===== config.mk =====
export PLATFORM = sky130hd
export DESIGN_NAME = lcd_frame_sequencer
export DESIGN_NICKNAME = d
export VERILOG_FILES = /design/src/rtl/lcd_seq_pkg.sv /design/src/rtl/lcd_pattern_gen.sv /design/src/rtl/lcd_frame_sequencer.sv
export SDC_FILE = /design/constraint.sdc
export NUM_CORES = 1
export LEC_CHECK = 0
export CORE_MARGIN = 1
export CORE_UTILIZATION = 50
export CTS_CLUSTER_SIZE = 30
export DETAILED_ROUTE_END_ITERATION = 12
export PLACE_DENSITY = 0.8
export SYNTH_ARGS = -nofsm -noshare
export SYNTH_HDL_FRONTEND = slang
export SYNTH_SLANG_ARGS = --single-unit

===== constraint.sdc =====
create_clock -name clk -period 4.02 [get_ports clk]
set_input_delay 0.402 -clock clk [delete_from_list [all_inputs] [get_ports clk]]
set_output_delay 0.402 -clock clk [all_outputs]
set_load 0.1 [all_outputs]

===== src/rtl/lcd_seq_pkg.sv =====
// Shared constants for the LCD frame sequencer: pattern indices, RGB565 colors
// and the two-state run/idle encoding.
package lcd_seq_pkg;

   localparam logic [2:0] PAT_WHITE    = 3'd0;
   localparam logic [2:0] PAT_RED      = 3'd1;
   localparam logic [2:0] PAT_GREEN    = 3'd2;
   localparam logic [2:0] PAT_BLUE     = 3'd3;
   localparam logic [2:0] PAT_CHECKER  = 3'd4;
   localparam logic [2:0] PAT_GRADIENT = 3'd5;

   localparam int NUM_PATTERNS = 6;

   localparam logic [15:0] C_BLACK      = 16'h0000;
   localparam logic [15:0] C_WHITE      = 16'hFFFF;
   localparam logic [15:0] C_RED        = 16'hF800;
   localparam logic [15:0] C_GREEN      = 16'h07E0;
   localparam logic [15:0] C_BLUE       = 16'h001F;
   localparam logic [15:0] C_CHECK_DARK = 16'h5555;

   localparam logic [0:0] ST_IDLE = 1'b0;
   localparam logic [0:0] ST_RUN  = 1'b1;

   function automatic logic [2:0] next_pattern(input logic [2:0] p);
      return (p == 3'(NUM_PATTERNS - 1)) ? PAT_WHITE : p + 3'd1;
   endfunction

endpackage


===== src/rtl/lcd_pattern_gen.sv =====
// Purely combinational test-pattern generator: (pattern, ofs, x, y) -> RGB565.
// Only y[6:1] can influence any pattern, so the row LSB is not brought in.
module lcd_pattern_gen
   import lcd_seq_pkg::*;
(
   input  logic [2:0]  pattern,
   input  logic [3:0]  ofs,
   input  logic [7:0]  x,
   input  logic [6:1]  y_hi,
   output logic [15:0] color
);

   logic chk_dark;

   always_comb begin
      // Bit 3 of (x + ofs) depends only on the low nibbles, so a 4-bit sum suffices.
      chk_dark = ((x[3:0] + ofs) >= 4'd8) ^ y_hi[3];
      color    = C_BLACK;
      case (pattern)
         PAT_WHITE:    color = C_WHITE;
         PAT_RED:      color = C_RED;
         PAT_GREEN:    color = C_GREEN;
         PAT_BLUE:     color = C_BLUE;
         PAT_CHECKER:  color = chk_dark ? C_CHECK_DARK : C_WHITE;
         PAT_GRADIENT: color = {x[7:3], y_hi[6:1], 5'b0};
         default:      color = C_BLACK;
      endcase
   end

endmodule


===== src/rtl/lcd_frame_sequencer.sv =====
// Pixel-source controller: detects frame starts from the driver's (x,y) stream and
// steps through test patterns, switching only at frame boundaries.
module lcd_frame_sequencer
   import lcd_seq_pkg::*;
#(
   parameter int X_MAX              = 159,
   parameter int Y_MAX              = 127,
   parameter int FRAMES_PER_PATTERN = 60
) (
   input  logic        clk,
   input  logic        reset,
   input  logic [7:0]  x,
   input  logic [6:0]  y,
   input  logic        step,
   input  logic        hold,
   output logic [15:0] color,
   output logic [2:0]  pattern,
   output logic        frame_start,
   output logic [15:0] frame_count
);

   localparam int FCNT_W = (FRAMES_PER_PATTERN > 1) ? $clog2(FRAMES_PER_PATTERN) : 1;
   localparam logic [FCNT_W-1:0] FCNT_LAST = FCNT_W'(FRAMES_PER_PATTERN - 1);

   generate
      if (X_MAX < 0 || X_MAX > 255 || Y_MAX < 0 || Y_MAX > 127 || FRAMES_PER_PATTERN < 1) begin : g_bad_params
         $error("lcd_frame_sequencer: parameter out of range");
      end
   endgenerate

   logic [0:0]        state_q, state_d;
   logic [7:0]        px_q, px_d;
   logic [6:0]        py_q, py_d;
   logic [2:0]        pattern_q, pattern_d;
   logic [FCNT_W-1:0] fcnt_q, fcnt_d;
   logic [3:0]        ofs_q, ofs_d;
   logic              step_pend_q, step_pend_d;
   logic              frame_start_q, frame_start_d;
   logic [15:0]       frame_count_q, frame_count_d;

   logic              boundary;
   logic              advance;
   logic [2:0]        pat_eff;
   logic [3:0]        ofs_eff;
   logic [15:0]       gen_color;

   // A boundary is the first cycle at (0,0); a driver lingering there counts once.
   assign boundary = (x == 8'd0) && (y == 7'd0) && !((px_q == 8'd0) && (py_q == 7'd0));

   always_comb begin
      state_d       = state_q;
      px_d          = x;
      py_d          = y;
      pattern_d     = pattern_q;
      fcnt_d        = fcnt_q;
      ofs_d         = ofs_q;
      step_pend_d   = step_pend_q | step;
      frame_start_d = boundary;
      frame_count_d = frame_count_q;
      advance       = 1'b0;
      if (boundary) begin
         frame_count_d = frame_count_q + 16'd1;
         if (state_q == ST_IDLE) begin
            state_d   = ST_RUN;
            pattern_d = PAT_WHITE;
            fcnt_d    = '0;
            ofs_d     = '0;
         end else begin
            advance = step_pend_q | step | (~hold & (fcnt_q == FCNT_LAST));
            if (advance) begin
               pattern_d   = next_pattern(pattern_q);
               fcnt_d      = '0;
               ofs_d       = '0;
               step_pend_d = 1'b0;
            end else begin
               if (!hold) begin
                  fcnt_d = fcnt_q + FCNT_W'(1);
               end
               if (pattern_q == PAT_CHECKER) begin
                  ofs_d = ofs_q + 4'd1;
               end
            end
         end
      end
   end

   always_ff @(posedge clk) begin
      if (reset) begin
         state_q       <= ST_IDLE;
         px_q          <= '1;
         py_q          <= '1;
         pattern_q     <= PAT_WHITE;
         fcnt_q        <= '0;
         ofs_q         <= '0;
         step_pend_q   <= 1'b0;
         frame_start_q <= 1'b0;
         frame_count_q <= '0;
      end else begin
         state_q       <= state_d;
         px_q          <= px_d;
         py_q          <= py_d;
         pattern_q     <= pattern_d;
         fcnt_q        <= fcnt_d;
         ofs_q         <= ofs_d;
         step_pend_q   <= step_pend_d;
         frame_start_q <= frame_start_d;
         frame_count_q <= frame_count_d;
      end
   end

   // Pixel (0,0) of a new frame must already show that frame's pattern and offset.
   assign pat_eff = boundary ? pattern_d : pattern_q;
   assign ofs_eff = boundary ? ofs_d : ofs_q;

   lcd_pattern_gen u_pattern_gen (
      .pattern (pat_eff),
      .ofs     (ofs_eff),
      .x       (x),
      .y_hi    (y[6:1]),
      .color   (gen_color)
   );

   assign color       = ((state_q == ST_RUN) || boundary) ? gen_color : C_BLACK;
   assign pattern     = pattern_q;
   assign frame_start = frame_start_q;
   assign frame_count = frame_count_q;

endmodule


# == Yosys cells after proc, flatten, opt, wreduce, memory -nomap -nowiden ==
# Cells that the tools add are included.
# op_classes
n_eq_ne,9
div_mod_pow,0
order_cmp,1
n_mul,0
shift,0
add_sub_neg,5
bitwise_logic,5
muxes,19
reduce_logical,11
# op_table
cell,n
$pmux W16 S6,1
$mux W16,2
$mux W4,5
$mux W6,3
$add A16 B1 Y16 const B,1
$logic_not A8 Y1,2
$mux W3,5
$logic_not A7 Y1,2
$eq A3 B3 Y1 const B,4
$add A6 B1 Y6 const B,1
$eq A3 B2 Y1 const B,2
$eq A6 B6 Y1 const B,1
$add A4 B1 Y4 const B,1
$add A4 B4 Y4,1
$ge A4 B4 Y1 const B,1
$add A3 B1 Y3 const B,1
$eq A3 B1 Y1 const B,1
$logic_and A1 B1 Y1,3
$logic_not A3 Y1,1
$mux W1,3
$ne A3 B2 Y1 const B,1
$or A1 B1 Y1,2
$reduce_and A2 Y1,1
$and A1 B1 Y1,1
other kinds (4),4
# word_totals
latch_bits,0
wordCells,59
mem_count,0
rom_bits,0
out_inout_bits,36
regBits,47
ramBits,0
inputBits,19

# == Depth between registers and ports, before layout ==
# depth
ltp_word,13
ltp_mapped,15
ltp_nobuf,13

# == Hierarchy ==
# A second synthesis with hierarchy kept.
# unflattened
cells_unflattened,303
hier_area_um2,2532.4
# by_module_without_submodules
module,area_each_um2,cells_each,seq_area_each_um2,n_inst
lcd_frame_sequencer,2185.8,252,940.9,1
lcd_pattern_gen,346.6,51,0.0,1

# == Least setup slack after synthesis ==
# OpenSTA, ideal clock, no wires.
# synth_timing
path_type,register to output
from,"register pattern_q[2], in the netlist pattern[2]"
to,output port color[3]
t_required_ns,3.618
path_buffers,2
setup_slack_ns,-0.800
arrival_time_ns,4.418
stages_incl_launch_ff,13
cell_sequence,dfxtp_1 > buf_2 > nor3b_4 > o21ai_0 > a32o_1 > ha_1 > a21o_1 > a21oi_1 > xnor2_1 > xnor2_1 > nand4b_2 > o21ai_1 > buf_4
# synth_between
elab_chain_cells,12
elab_cells_between_ends,25
classes_between,add/sub: 2; order compare: 1; eq/ne: 7; mux: 13; bitwise: 1; reduce/logical: 1
# synth_rtl
item,line,text
from (decl),lcd_frame_sequencer.sv:34,"logic [2:0] pattern_q, pattern_d;"
from (signal assigned),lcd_frame_sequencer.sv:102,pattern_q <= pattern_d;
$eq A3 B3 Y1,lcd_frame_sequencer.sv:79,if (pattern_q == PAT_CHECKER) begin
$mux W4,lcd_frame_sequencer.sv:79,
$mux W4,lcd_frame_sequencer.sv:70,if (advance) begin
$mux W4,lcd_frame_sequencer.sv:63,if (state_q == ST_IDLE) begin
$mux W4,lcd_frame_sequencer.sv:61,if (boundary) begin
$mux W4,lcd_frame_sequencer.sv:113,assign ofs_eff = boundary ? ofs_d : ofs_q;
$add A4 B4 Y4,lcd_pattern_gen.sv:17,chk_dark = ((x[3:0] + ofs) >= 4'd8) ^ y_hi[3];
$ge A4 B4 Y1,lcd_pattern_gen.sv:17,
$xor A1 B1 Y1,lcd_pattern_gen.sv:17,
$mux W16,lcd_pattern_gen.sv:24,PAT_CHECKER: color = chk_dark ? C_CHECK_DARK : C_WHITE;
$pmux W16 S6 *,lcd_pattern_gen.sv:19,case (pattern)
$mux W16 *,lcd_frame_sequencer.sv:123,assign color = ((state_q == ST_RUN) || boundary) ? gen_color : C_BLACK;
to (decl),lcd_frame_sequencer.sv:16,"output logic [15:0] color,"
# Mark *: on every way between the ends. The rest lies on a longest branch, timed or not.

# == Worst setup path in the final report ==
# layout_timing
from,register fcnt_q[0]
to,output port color[3]
# layout_between
elab_chain_cells,13
elab_cells_between_ends,23
classes_between,add/sub: 1; order compare: 1; eq/ne: 6; mux: 11; bitwise: 3; reduce/logical: 1
# layout_rtl
item,line,text
from (decl),lcd_frame_sequencer.sv:35,"logic [FCNT_W-1:0] fcnt_q, fcnt_d;"
from (signal assigned),lcd_frame_sequencer.sv:103,fcnt_q <= fcnt_d;
$eq A6 B6 Y1 *,lcd_frame_sequencer.sv:69,advance = step_pend_q | step | (~hold & (fcnt_q == FCNT_LAST));
$and A1 B1 Y1 *,lcd_frame_sequencer.sv:69,
$or A1 B1 Y1 *,lcd_frame_sequencer.sv:69,
$mux W4,lcd_frame_sequencer.sv:70,
$mux W4,lcd_frame_sequencer.sv:63,
$mux W4,lcd_frame_sequencer.sv:61,
$mux W4,lcd_frame_sequencer.sv:113,
$add A4 B4 Y4,lcd_pattern_gen.sv:17,
$ge A4 B4 Y1,lcd_pattern_gen.sv:17,
$xor A1 B1 Y1,lcd_pattern_gen.sv:17,
$mux W16,lcd_pattern_gen.sv:24,
$pmux W16 S6 *,lcd_pattern_gen.sv:19,
$mux W16 *,lcd_frame_sequencer.sv:123,
# Marks and branches as above.

==> run metrics <==
PwrDens 240 nW/um2; Pins Over Slew Limit 0; nets 353; vias in the first global route 2,050; final period utilization 96.2%; Worst setup SP type register; Bufs and invs on worst path 1; metal2 WL 2930 um; sw frac 22.7%; Worst Path Arrival 3.46 ns; Clock Pin Slew Worst Setup and Hold Paths 0.08 ns; Routed Antenna Nets 0; Power Total 0.804 mW; layout cells sized above 1 23.7%; Post-synth EDFFs 0; clk_lat worst skew 0.30 ns; met3 wire length 299 um; total gr overflow 0; Yosys cell types 52; CTS tree yes; CTS Buf Count 5; clk sinks 47; crit path capture type output pin; diodes inserted 0; Clk pwr share 34.5%; post-DR vias/cell 5.69; Mapped Cells 273; Async SR Flop Fraction 0%; largest net degree at the start of global routing 32; P_leak 1.35 nW; die height 70.4 um; core area 4410 um2; commonest register cell after synthesis dfxtp_1; worst slew pin tran 0.993 ns; Reg2Reg Setup Slack 1.85 ns; Metal-1 WL 2600 um; slowest CP cell a2111o_1; Placement Rows 24; maximum clock rate 0.259 GHz; status finished clean; P_sw 0.183 mW; sequential-to-total area share from yosys stat 40.2%; Total Wirelength 5910 um; Tmin final 3.87 ns; Fin Clk Skew 0.00816 ns; Area Growth Syn to Fin 43.2%; Critical Path RT 3.62 ns; die area 4960 um2; RSZ-0062 raised after global routing true; YS warnings 0; final setup vio count 0; fin worst setup slack 0.153 ns; top sig layer met4; antenna violations before repair 0; register share of total power 59.3%; cts hold-fix bufs 0; crit-path cells ha_4 -> nor3b_4 -> a2111o_1 -> nor3_4 -> a32o_2 -> ha_4 -> a21o_1 -> a21oi_2 -> xnor2_1 -> xnor2_1 -> nand4b_4 -> o21ai_4 -> buf_12; drc violations 0; VDD IR max 159 uV; Hold Vio Cnt, Final 0; Worst path top cell family by delay compound AO/OA/AOI/OAI gates; Combinational Power Share 6.2%; max-cap violation count 0; GPL Wtd Cong 0.848; dpl hpwl 4160 um; Initial Util 53.0%; mapped cell area 2340 um2; die width 70.4 um; htree depth 2; GR Util All Layers 24.0%; IO Count 55; CP peak stage delay 0.51 ns; cell-internal power 0.621 mW; Post-Place Setup Slack 0.0571 ns; DR iter-0 viols 70; Post-Syn Area per Cell 8.57 um2; root buffer cell clkbuf_8; via count 2,168; wire per inst 15.5 um; Syn Nets 298; CP Class reg2out; crit-path max FO 7; slew margin rel. 33.6%; number of synthesized register bits 47; drt first pass iters 4; Port Buffers 54; Clock Path Buffers 2; Hold Crit Class in2reg; first-pass GRT wire length 9450 um
## repair_timing
action | CTS | global route
buffers inserted | 0 | 0
setup endpoints to repair | 0 | 8
gates resized for setup | 0 | 39
## cell families after synthesis
logic type / count (synthesis) / share of synthesized area, %
AOI/OAI and AO/OA: 50 / 14.2
muxes: 1 / 0.428
and+or+nand+nor: 133 / 31.8
DFF: 47 / 40.2
xor gates and xnor gates: 15 / 5.62
buffers and inverters: 21 / 4.49
adders and majority gates: 6 / 3.21
## layer usage
metal / up-vias / track usage (%)
li1: 1063 / -
met1: 1034 / 30.0
met2: 60 / 41.2
met3: 11 / 5.05
met4: 0 / 6.89
met5: - / 0
## sequential cells by signal (all words and copies together) (netlist names), named ones only
name / flops
frame_count: 16
px_q: 8
py_q: 7
fcnt_q: 6
pattern: 3
frame_start: 1
state_q: 1
step_pend_q: 1
## path summary, 6_finish.rpt
kind                                    start                      endpoint  cells after the start
setup / recovery       fcnt_q[0]$_SDFFE_PP0P_                      color[3]                     13
hold / removal                           y[0]            py_q[0]$_SDFF_PP1_                      2
setup reg to reg           py_q[2]$_SDFF_PP1_  frame_count[15]$_SDFFE_PP0N_                      8
hold reg to reg   frame_count[1]$_SDFFE_PP0N_   frame_count[1]$_SDFFE_PP0N_                      2
## layout make-up
cell class              instances  area [um2]
inverters                       5        18.8
well taps                      52        65.1
multi-input cells             205        1430
flip-flops and latches         47         946
clock buffers                   6        72.6
clock inverters                 2        12.5
fillers                       322        1060
repair buffers                 64         806
## power groups by stage
stage | logic [mW] | registers (mW) | clock network, mW
2_1_floorplan | 0.0181 | 0.487 | 0
3_3_place_gp | 0.0470 | 0.487 | 0
3_5_place_dp | 0.0475 | 0.488 | 0
4_1_cts | 0.0483 | 0.477 | 0.286
5_1_grt | 0.0542 | 0.477 | 0.305
6_report | 0.0500 | 0.476 | 0.277
## synthesized netlist by cell type (3+ instances only)
library cell | number | share of area, %
nor2b_1 | 8 | 2.1
xnor2_1 | 8 | 3.0
nor3_1 | 6 | 1.3
clkbuf_1 | 6 | 0.96
ha_1 | 6 | 3.2
o21ai_0 | 13 | 2.8
or3_1 | 7 | 1.9
nand2_1 | 24 | 3.9
buf_4 | 3 | 0.96
a21oi_1 | 18 | 3.9
nand3b_1 | 3 | 0.96
buf_2 | 6 | 1.3
and4_1 | 3 | 1.1
or2_2 | 15 | 4.0
dfxtp_1 | 47 | 40
xor2_1 | 7 | 2.6
nor2_1 | 28 | 4.5
nor4_1 | 7 | 1.9
inv_1 | 5 | 0.80
and3_1 | 4 | 1.1
nand3_1 | 12 | 2.6
nand4_1 | 5 | 1.3
## placed cells by master, fill, tap and decap left out, types with 2 or more instances in the layout
| master | count |
|---|---|
| dfxtp_1 | 43 |
| nor2_1 | 28 |
| clkdlybuf4s50_1 | 26 |
| nand2_1 | 24 |
| a21oi_1 | 16 |
| buf_12 | 16 |
| or2_2 | 15 |
| dlymetal6s2s_1 | 12 |
| o21ai_0 | 10 |
| buf_4 | 10 |
| nor2b_1 | 8 |
| xnor2_1 | 8 |
| xor2_1 | 7 |
| or3_1 | 7 |
| nand3_1 | 6 |
| nand3_2 | 6 |
| nand4_1 | 5 |
| nor3_1 | 5 |
| inv_1 | 5 |
| clkbuf_8 | 5 |
| nor4_2 | 4 |
| nor4_1 | 4 |
| and3_1 | 4 |
| ha_1 | 4 |
| dfxtp_2 | 4 |
| and4_1 | 3 |
| nand3b_1 | 3 |
| nor3b_4 | 2 |
| o21ai_1 | 2 |
| o21a_1 | 2 |
| ha_4 | 2 |
## per-stage QoR
| stage | std cells | hold WS [ns] | area (um2) | TNS (ns) | util (%) |
|---|---|---|---|---|---|
| after floorplan | 273 | 0.463 | 2360 | -0.0289 | - |
| after global placement | 373 | 0.482 | 3110 | 0 | 70.5 |
| after detailed placement | 373 | 0.489 | 3110 | 0 | 70.5 |
| after CTS | 381 | 0.505 | 3200 | 0 | 72.4 |
| after global routing | 381 | 0.384 | 3350 | -0.238 | 75.9 |
| final | 381 | 0.393 | 3350 | 0 | 75.9 |
Note: power is estimated with default switching activity, not from simulation.
